--- src/rtl/lru_req_frontend_if.sv ---
// Handshake bundle for lru_req_frontend: upstream request stream, LRU port, downstream result stream.
// master = the front end itself, slave = the environment around it.
interface lru_req_frontend_if #(
    parameter int KW = 16,
    parameter int VW = 8
);
    logic          in_valid;
    logic          in_ready;
    logic [KW-1:0] in_key;
    logic [VW-1:0] in_value;

    logic          lru_enable;
    logic          lru_ready;
    logic [KW-1:0] lru_key;
    logic [VW-1:0] lru_value;
    logic          lru_done;
    logic          lru_hit;
    logic [VW-1:0] lru_value_out;
    logic          lru_crashed;

    logic          out_valid;
    logic          out_ready;
    logic [KW-1:0] out_key;
    logic          out_hit;
    logic [VW-1:0] out_value;

    modport master (
        input  in_valid, in_key, in_value,
        output in_ready,
        output lru_enable, lru_key, lru_value,
        input  lru_ready, lru_done, lru_hit, lru_value_out, lru_crashed,
        output out_valid, out_key, out_hit, out_value,
        input  out_ready
    );

    modport slave (
        output in_valid, in_key, in_value,
        input  in_ready,
        input  lru_enable, lru_key, lru_value,
        output lru_ready, lru_done, lru_hit, lru_value_out, lru_crashed,
        input  out_valid, out_key, out_hit, out_value,
        output out_ready
    );
endinterface

--- src/rtl/lru_req_frontend.sv ---
// Request FIFO + single-outstanding issue FSM in front of the LRU cache; halts on LRU crash.
// Optional hit/miss statistics counters are enabled with `define LRU_FRONTEND_STATS_EN.
module lru_req_frontend #(
    parameter int KEY_WIDTH_IN_OCTETS  = 2,
    parameter int VALUE_WIDTH_IN_BITS  = 8,
    parameter int FIFO_DEPTH_IDX_WIDTH = 2
) (
    input  logic                   clk,
    input  logic                   reset,
    lru_req_frontend_if.master     bus,
    output logic                   error
`ifdef LRU_FRONTEND_STATS_EN
    ,
    output logic [15:0]            stat_hits,
    output logic [15:0]            stat_misses
`endif
);
    localparam int KW    = 8 * KEY_WIDTH_IN_OCTETS;
    localparam int VW    = VALUE_WIDTH_IN_BITS;
    localparam int IW    = FIFO_DEPTH_IDX_WIDTH;
    localparam int CW    = IW + 1;
    localparam int DEPTH = 1 << IW;

    typedef enum logic [2:0] {
        S_IDLE,
        S_ISSUE,
        S_WAIT,
        S_RESP,
        S_HALT
    } state_t;

    typedef struct packed {
        logic [KW-1:0] key;
        logic [VW-1:0] value;
    } req_t;

    req_t          fifo_mem [DEPTH];
    logic [IW-1:0] wr_ptr;
    logic [IW-1:0] rd_ptr;
    logic [CW-1:0] count;
    logic          full;
    logic          empty;
    logic          push;
    logic          pop;

    state_t        state;
    state_t        state_next;
    req_t          hold;
    logic          res_hit;
    logic [VW-1:0] res_value;
    logic          error_q;

    assign full  = (count == CW'(DEPTH));
    assign empty = (count == '0);
    assign push  = bus.in_valid && bus.in_ready;

    always_comb begin
        // NOTE: every always_comb output gets a default first so no path leaves it unassigned (no latch).
        state_next = state;
        pop        = 1'b0;
        if (bus.lru_crashed) begin
            state_next = S_HALT;
        end else begin
            case (state)
                S_IDLE:  if (!empty) begin
                             pop        = 1'b1;
                             state_next = S_ISSUE;
                         end
                S_ISSUE: if (bus.lru_ready) state_next = S_WAIT;
                S_WAIT:  if (bus.lru_done)  state_next = S_RESP;
                S_RESP:  if (bus.out_ready) state_next = S_IDLE;
                S_HALT:  state_next = S_HALT;
                default: state_next = S_IDLE;
            endcase
        end
    end

    always_ff @(posedge clk) begin
        // NOTE: sequential state uses non-blocking assignments so every register samples pre-edge values.
        if (!reset) begin
            state     <= S_IDLE;
            wr_ptr    <= '0;
            rd_ptr    <= '0;
            count     <= '0;
            hold      <= '0;
            res_hit   <= 1'b0;
            res_value <= '0;
            error_q   <= 1'b0;
        end else begin
            state <= state_next;
            if (push) wr_ptr <= wr_ptr + IW'(1);
            if (pop)  rd_ptr <= rd_ptr + IW'(1);
            count <= count + CW'(push) - CW'(pop);
            if (pop) hold <= fifo_mem[rd_ptr];
            // Stray done strobes outside WAIT never touch the result registers.
            if (state == S_WAIT && bus.lru_done && !bus.lru_crashed) begin
                res_hit   <= bus.lru_hit;
                res_value <= bus.lru_hit ? bus.lru_value_out : hold.value;
            end
            if (bus.lru_crashed) error_q <= 1'b1;
        end
    end

    // NOTE: storage has no reset; occupancy and pointers alone define which entries are valid.
    always_ff @(posedge clk) begin
        if (push) fifo_mem[wr_ptr] <= '{key: bus.in_key, value: bus.in_value};
    end

    // Every output is forced low while reset is held, independent of register contents.
    assign bus.in_ready   = reset && !full;
    assign bus.lru_enable = reset && (state == S_ISSUE);
    assign bus.lru_key    = reset ? hold.key   : '0;
    assign bus.lru_value  = reset ? hold.value : '0;
    assign bus.out_valid  = reset && (state == S_RESP);
    assign bus.out_key    = reset ? hold.key   : '0;
    assign bus.out_hit    = reset && res_hit;
    assign bus.out_value  = reset ? res_value  : '0;
    assign error          = reset && error_q;

`ifdef LRU_FRONTEND_STATS_EN
    logic [15:0] hits_q;
    logic [15:0] misses_q;
    logic        resp_done;

    assign resp_done = bus.out_valid && bus.out_ready;

    always_ff @(posedge clk) begin
        if (!reset) begin
            hits_q   <= '0;
            misses_q <= '0;
        end else if (resp_done) begin
            if (res_hit && hits_q != 16'hFFFF)    hits_q   <= hits_q + 16'd1;
            if (!res_hit && misses_q != 16'hFFFF) misses_q <= misses_q + 16'd1;
        end
    end

    assign stat_hits   = reset ? hits_q   : '0;
    assign stat_misses = reset ? misses_q : '0;
`endif
endmodule
--- src/flat_wrapper.sv ---
// flat-port wrapper written by rule: the top's interface ports become plain ports
module lru_req_frontend_flat 
#(
    parameter int KEY_WIDTH_IN_OCTETS  = 2,
    parameter int VALUE_WIDTH_IN_BITS  = 8,
    parameter int FIFO_DEPTH_IDX_WIDTH = 2
)
  (clk, reset, error, bus_in_valid, bus_in_key, bus_in_value, bus_in_ready, bus_lru_enable, bus_lru_key, bus_lru_value, bus_lru_ready, bus_lru_done, bus_lru_hit, bus_lru_value_out, bus_lru_crashed, bus_out_valid, bus_out_key, bus_out_hit, bus_out_value, bus_out_ready);
  lru_req_frontend_if bus_i ();
  input  logic clk;
  input  logic reset;
  output logic error;
  input wire logic [$bits(bus_i.in_valid)-1:0] bus_in_valid;
  input wire logic [$bits(bus_i.in_key)-1:0] bus_in_key;
  input wire logic [$bits(bus_i.in_value)-1:0] bus_in_value;
  output wire logic [$bits(bus_i.in_ready)-1:0] bus_in_ready;
  output wire logic [$bits(bus_i.lru_enable)-1:0] bus_lru_enable;
  output wire logic [$bits(bus_i.lru_key)-1:0] bus_lru_key;
  output wire logic [$bits(bus_i.lru_value)-1:0] bus_lru_value;
  input wire logic [$bits(bus_i.lru_ready)-1:0] bus_lru_ready;
  input wire logic [$bits(bus_i.lru_done)-1:0] bus_lru_done;
  input wire logic [$bits(bus_i.lru_hit)-1:0] bus_lru_hit;
  input wire logic [$bits(bus_i.lru_value_out)-1:0] bus_lru_value_out;
  input wire logic [$bits(bus_i.lru_crashed)-1:0] bus_lru_crashed;
  output wire logic [$bits(bus_i.out_valid)-1:0] bus_out_valid;
  output wire logic [$bits(bus_i.out_key)-1:0] bus_out_key;
  output wire logic [$bits(bus_i.out_hit)-1:0] bus_out_hit;
  output wire logic [$bits(bus_i.out_value)-1:0] bus_out_value;
  input wire logic [$bits(bus_i.out_ready)-1:0] bus_out_ready;
  assign bus_i.in_valid = bus_in_valid;
  assign bus_i.in_key = bus_in_key;
  assign bus_i.in_value = bus_in_value;
  assign bus_in_ready = bus_i.in_ready;
  assign bus_lru_enable = bus_i.lru_enable;
  assign bus_lru_key = bus_i.lru_key;
  assign bus_lru_value = bus_i.lru_value;
  assign bus_i.lru_ready = bus_lru_ready;
  assign bus_i.lru_done = bus_lru_done;
  assign bus_i.lru_hit = bus_lru_hit;
  assign bus_i.lru_value_out = bus_lru_value_out;
  assign bus_i.lru_crashed = bus_lru_crashed;
  assign bus_out_valid = bus_i.out_valid;
  assign bus_out_key = bus_i.out_key;
  assign bus_out_hit = bus_i.out_hit;
  assign bus_out_value = bus_i.out_value;
  assign bus_i.out_ready = bus_out_ready;
  lru_req_frontend #(.KEY_WIDTH_IN_OCTETS(KEY_WIDTH_IN_OCTETS), .VALUE_WIDTH_IN_BITS(VALUE_WIDTH_IN_BITS), .FIFO_DEPTH_IDX_WIDTH(FIFO_DEPTH_IDX_WIDTH)) u_core (.clk(clk), .reset(reset), .bus(bus_i), .error(error));
endmodule
--- config.mk ---
export PLATFORM = sky130hd
export DESIGN_NAME = lru_req_frontend_flat
export DESIGN_NICKNAME = d
export VERILOG_FILES = /design/src/rtl/lru_req_frontend_if.sv /design/src/rtl/lru_req_frontend.sv /design/src/flat_wrapper.sv
export SDC_FILE = /design/constraint.sdc
export NUM_CORES = 1
export LEC_CHECK = 0
export ABC_AREA = 1
export CAP_MARGIN = 20
export CORE_MARGIN = 10
export CORE_UTILIZATION = 49
export DETAILED_ROUTE_END_ITERATION = 10
export PLACE_DENSITY = 0.74
export SLEW_MARGIN = 20
export SYNTH_ARGS = -nofsm -noshare
export SYNTH_HDL_FRONTEND = slang
export SYNTH_SLANG_ARGS = --single-unit
--- constraint.sdc ---
create_clock -name clk -period 6.45 [get_ports clk]
set_input_delay 0.9675 -clock clk [delete_from_list [all_inputs] [get_ports clk]]
set_output_delay 0.9675 -clock clk [all_outputs]
set_load 0.01 [all_outputs]
==> results of run 1 <==
## registers in the layout (all words and copies together), names as in the netlist
signal	count
u_core.rd_ptr	2
u_core.res_value	8
u_core.hold	24
u_core.count	3
u_core.res_hit	1
u_core.state	3
u_core.error_q	1
u_core.fifo_mem	96
u_core.wr_ptr	2
## through the flow
step	total power [W]	cell area [um2]	hold slack (ps)
floorplan	0.00144	5910	419
global placement	0.00159	6800	434
detailed placement	0.00161	6800	437
CTS	0.00249	7340	446
global route	0.00261	7340	461
finish	0.00247	7340	445
## worst max-delay path by stage
stage / startpoint / end / slack (ps) / depth (start not counted)
2_1_floorplan: reset / u_core.fifo_mem[0][0] / 3480 / 5
3_3_place_gp: reset / bus_out_valid / 2710 / 4
3_5_place_dp: reset / bus_out_valid / 2690 / 4
4_1_cts: reset / bus_out_valid / 2680 / 4
5_1_grt: reset / bus_out_valid / 2910 / 4
6_report: reset / bus_out_valid / 3080 / 4
## area by class of cell
cell class | instances | area [um2]
fillers | 956 | 4570
flip-flops and latches | 140 | 3760
multi-input cells | 344 | 1600
repair buffers | 99 | 971
clock buffers | 20 | 437
inverters | 76 | 288
well taps | 147 | 184
clock inverters | 10 | 101
## Yosys cell counts
library cell / number / area [um2]
nor2_1: 133 / 499
nor3_1: 1 / 5.00
clkbuf_2: 2 / 10.0
inv_4: 1 / 6.26
o211ai_1: 1 / 7.51
nand3_4: 1 / 17.5
edfxtp_1: 96 / 2880
ha_1: 6 / 75.1
a21oi_2: 2 / 17.5
buf_4: 16 / 120
o21ai_1: 36 / 180
inv_1: 71 / 267
buf_2: 13 / 65.1
or2_2: 1 / 6.26
clkbuf_1: 9 / 33.8
nor2_2: 1 / 6.26
o21ai_0: 80 / 400
nand2_1: 56 / 210
buf_6: 2 / 22.5
fa_1: 1 / 20.0
xor2_1: 1 / 8.76
nand4_2: 1 / 12.5
dfxtp_1: 44 / 881
inv_2: 4 / 15.0
nor2_4: 1 / 11.3
a21oi_1: 14 / 70.1
nand2_2: 2 / 12.5
nand3_1: 6 / 30.0
buf_1: 5 / 18.8
## report_power, final
group	leakage, nW	switching [W]	total [W]	internal, W
registers	1.23	0.0000439	0.00109	0.00105
clock network	0.260	0.000322	0.000879	0.000557
logic	1.44	0.000303	0.000501	0.000198
total	2.93	0.000668	0.00247	0.00180
## worst max-delay path, stage by stage
cell,delay (ps)
buf_4,470
inv_2,190
nor3_1,200
clkdlybuf4s50_1,560
## routing by layer
layer | global-route usage (%) | share of wire, % | vias to the layer above
met1 | 17.4 | 44 | 1924
met3 | 4.50 | 6.2 | 14
met5 | 0 | 0 | -
li1 | - | - | 2105
met4 | 6.55 | 1.5 | 0
met2 | 24.1 | 49 | 111
## cell families (layout without fill, tap and decap cells)
| logic type | count (synthesis) | in the layout |
|---|---|---|
| simple gates | 203 | 203 |
| flops | 140 | 140 |
| compound gates | 133 | 133 |
| buf+inv | 123 | 205 |
| fa+ha+maj | 7 | 7 |
| xor+xnor | 1 | 1 |
==> impl_metrics.csv, run 1 <==
group,metric,value,unit
routing,drtIter0Drc,349,
synth,synth_seq_area_share,63.7,%
final_layout,final_cells,836,
routing,viasPerCell,4.97,
final_layout,area_delta_synth_final,24.2,%
clock_network,cts_buffer_depth,2,
global_routing,grt.overflow.total,0,
worst_setup_path,crit_arrival,2400,ps
placement,pre_cts_slack,2690,ps
placement,place_inst,806,
final_layout,fin_util,61.7,%
clock_network,cts_root_buf,"clkbuf_16",
routing,routed_wl,12.0,mm
final_layout,layout_common_cells,"nor2_1 (129), edfxtp_1 (96), clkdlybuf4s50_1 (91)",
worst_setup_path,crit_path_max_fanout,73,
sta,finalSetupTns,0,ps
sta,fin_crit_sh,52.2,%
worst_setup_path,reg2reg_to,"u_core.count[2]",
synth,synthAdderAreaFrac,1.61,%
sta,fin_ws,3080,ps
flow_run,max_cap_viol_count,0,
power,ir_worst_vdd,0.173,mV
sta,fmax,0.297,GHz
clock_network,ctsHtreeMaxLevel,4,
floorplan,die_h,130,um
sta,fin_crit,3370,ps
synth,syn_nets,654,
sta,rsz0062_at_grt,"no",
global_routing,grt_pass1_wl,19.5,mm
sta,setup_viol,0,
synth,ys_warn_count,0,
routing,num_vias,4154,
worst_setup_path,cp-start-kind,"input pin",
final_layout,drive_gt1_share,7.11,%
worst_setup_path,reg2reg_depth,11,
worst_setup_path,worstSetupPathType,"in2out",
clock_network,cts.hold.buffers_added,0,
final_layout,layout_commonest_cell,"nor2_1",
power,powerDensity,336,nW/um2
worst_setup_path,worstReg2RegStart,"u_core.state[2]",
power,leakage,2.93,nW
worst_hold_path,min_to,"u_core.res_hit",
floorplan,die-area,16900,um2
synth,synth-simple-area-share,13.7,%
routing,drc,0,
global_routing,track_usage,14.7,%
global_routing,antenna_found_initial,0,
worst_setup_path,worst_setup_path_end_kind,"output port",
clock_network,cts.sinks,140,
synth,synth_compound_area_share,11.4,%
synth,synthMuxAreaShare,0,%
routing,wl_per_cell,14.4,um
synth,synthCells,607,
clock_network,cts_resized,0,
clock_network,worstSkewPairLatency,410,ps
routing,ant_nets,0,
synth,synth_top_family_by_area,"simple AND/OR/NAND/NOR gates",
synth,synth_cell_types,29,
synth,synth_seq_cells,140,
synth,avgSynthCellArea,9.74,um2
sta,slew_headroom,58.5,%
worst_setup_path,cp.required,5480,ps
worst_hold_path,timing.hold.worst_path_depth,2,
final_layout,antenna_cells,0,
sta,clock_skew,6.26,ps
sta,slew_violations,0,
placement,gp_congestion,0.776,
floorplan,io_pins,93,
sta,hold_viol,0,
clock_network,path_clk_slew,50,ps
worst_setup_path,r2r_setup_slack,3970,ps
floorplan,design.core.area,11900,um2
floorplan,rows,40,
placement,post-dp-hpwl,8.06,mm
clock_network,cts_tree,"built",
floorplan,start_util,49.6,%
sta,worst_pin_slew,622,ps
global_routing,grt_max_degree,74,
synth,synth.cell_area,5910,um2
clock_network,cts_buffers,17,
clock_network,post-cts-setup-buffers,0,
routing,drtPass1Iterations,4,
synth,synth_xor_area_share,0.148,%
placement,portBuffers,92,
global_routing,first_global_vias,4067,
status,status,"completed",
floorplan,die_w,130,um
final_layout,nets,725,
worst_hold_path,hp-start,"u_core.res_hit",
worst_hold_path,min_path_type,"reg2reg",
Note: power is estimated with default switching activity, not from simulation.
==> run 2: changes to the inputs <==
==> constraint.sdc (replaced) <==
create_clock -name clk -period 3.4 [get_ports clk]
set_input_delay 0.51 -clock clk [delete_from_list [all_inputs] [get_ports clk]]
set_output_delay 0.51 -clock clk [all_outputs]
set_load 0.01 [all_outputs]
==> impl_metrics.csv, run 2 (same netlist as run 1, synthesis figures left out) <==
group,metric,value,unit
floorplan,die_h,130,um
clock_network,path_clk_slew,60,ps
worst_setup_path,worstSetupPathType,"in2reg",
worst_hold_path,hp-start,"u_core.res_value[4]",
final_layout,antenna_cells,0,
global_routing,grt_max_degree,63,
clock_network,cts_resized,0,
final_layout,regMostFlops,"u_core.fifo_mem",
final_layout,layout_commonest_cell,"nor2_1",
floorplan,start_util,49.6,%
routing,viasPerCell,5.03,
worst_setup_path,cp-start-kind,"input pin",
worst_setup_path,cp.required,3740,ps
floorplan,io_pins,93,
routing,drc,0,
flow_run,max_cap_viol_count,0,
placement,pre_cts_slack,640,ps
placement,post-dp-hpwl,8.04,mm
routing,wl_per_cell,14.9,um
power,totalPowerFinal,0.00487,W
power,powerDensity,656,nW/um2
sta,hold_viol,0,
worst_hold_path,min_path_type,"reg2reg",
sta,fmax,0.427,GHz
clock_network,cts_tree,"built",
routing,routed_wl,12.5,mm
sta,clock_skew,7.70,ps
clock_network,cts_buffer_depth,2,
clock_network,cts_buffers,17,
routing,ant_nets,0,
sta,rsz0062_at_grt,"no",
sta,finalSetupTns,0,ps
worst_setup_path,crit_arrival,2680,ps
sta,fin_ws,1060,ps
global_routing,grt.overflow.total,0,
final_layout,area_delta_synth_final,25.6,%
routing,num_vias,4221,
sta,fin_crit,2340,ps
worst_setup_path,worst_setup_path_end_kind,"flop",
status,status,"completed",
global_routing,grt_pass1_wl,19.9,mm
power,leakage,2.97,nW
sta,whs,442,ps
sta,slew_violations,0,
floorplan,design.core.area,11900,um2
floorplan,die-area,16900,um2
worst_setup_path,crit_path_max_fanout,27,
final_layout,drive_gt1_share,8.53,%
sta,fin_crit_sh,68.9,%
worst_setup_path,cp-startpoint,"bus_lru_crashed",
floorplan,die_w,130,um
clock_network,cts_root_buf,"clkbuf_16",
routing,drtPass1Iterations,5,
final_layout,layout_common_cells,"nor2_1 (129), edfxtp_1 (96), clkdlybuf4s50_1 (91)",
global_routing,track_usage,15.0,%
final_layout,fin_util,62.3,%
floorplan,rows,40,
worst_setup_path,r2r_setup_slack,1160,ps
clock_network,post-cts-setup-buffers,0,
final_layout,nets,726,
sta,worst_pin_slew,915,ps
placement,gp_congestion,0.777,
clock_network,worstSkewPairLatency,410,ps
global_routing,antenna_found_initial,0,
routing,drtIter0Drc,400,
worst_setup_path,worstReg2RegStart,"u_core.count[1]",
power,ir_worst_vdd,0.316,mV
sta,slew_headroom,39.0,%
global_routing,first_global_vias,4086,
clock_network,cts.sinks,140,
placement,portBuffers,92,
clock_network,ctsHtreeMaxLevel,4,
sta,setup_viol,0,
final_layout,reg_top3,"u_core.fifo_mem x96, u_core.hold x24, u_core.res_value x8",
clock_network,cts.hold.buffers_added,0,
final_layout,largest_reg_flops,96,
==> run 2: cell count changes in the layout (fill, tap and decap cells not counted), moves of 2 or more <==
cell | previous run | this run
clkinv_1 | 4 | 0
clkinv_4 | 1 | 4
clkbuf_1 | 3 | 1
inv_6 | 0 | 2
==> run 2: power breakdown <==
group | switching [W] | internal (W)
Combinational | 0.000573 | 0.000382
Clock | 0.000679 | 0.00115
Sequential | 0.0000975 | 0.00198
==> run 2: final cells by class <==
cell class,instances,area [um2]
clock buffers,18,429
clock inverters,14,170
fillers,947,4490
inverters,76,288
multi-input cells,344,1600
flip-flops and latches,140,3760
well taps,147,184
repair buffers,100,988
==> run 2: path summary, 6_finish.rpt <==
check	end	depth (start not counted)
worst min-delay path	u_core.res_value[4]	2
worst max register to register	u_core.count[2]	10
worst max-delay path	u_core.count[2]	10
worst min register to register	u_core.res_value[4]	2
==> run 2: per-stage QoR <==
stage               cell area (um2)  cells
floorplan                      5910    607
global placement               6830    807
detailed placement             6830    807
CTS                            7420    839
global route                   7420    839
finish                         7420    839
==> run 2: metal layers <==
layer	vias to the layer above	GRT usage, %	wire (um)
li1	2115	-	-
met1	1947	18.4	5370
met2	148	23.3	5900
met3	11	5.27	1100
met4	0	6.88	160
met5	-	0	0
==> run 2: worst max-delay path, cell delays in order <==
cell	delay, ps
clkdlybuf4s50_1	480
inv_1	110
nand3_4	110
inv_4	110
ha_1	310
inv_1	40
ha_1	180
fa_1	380
or2_2	300
a21oi_1	140
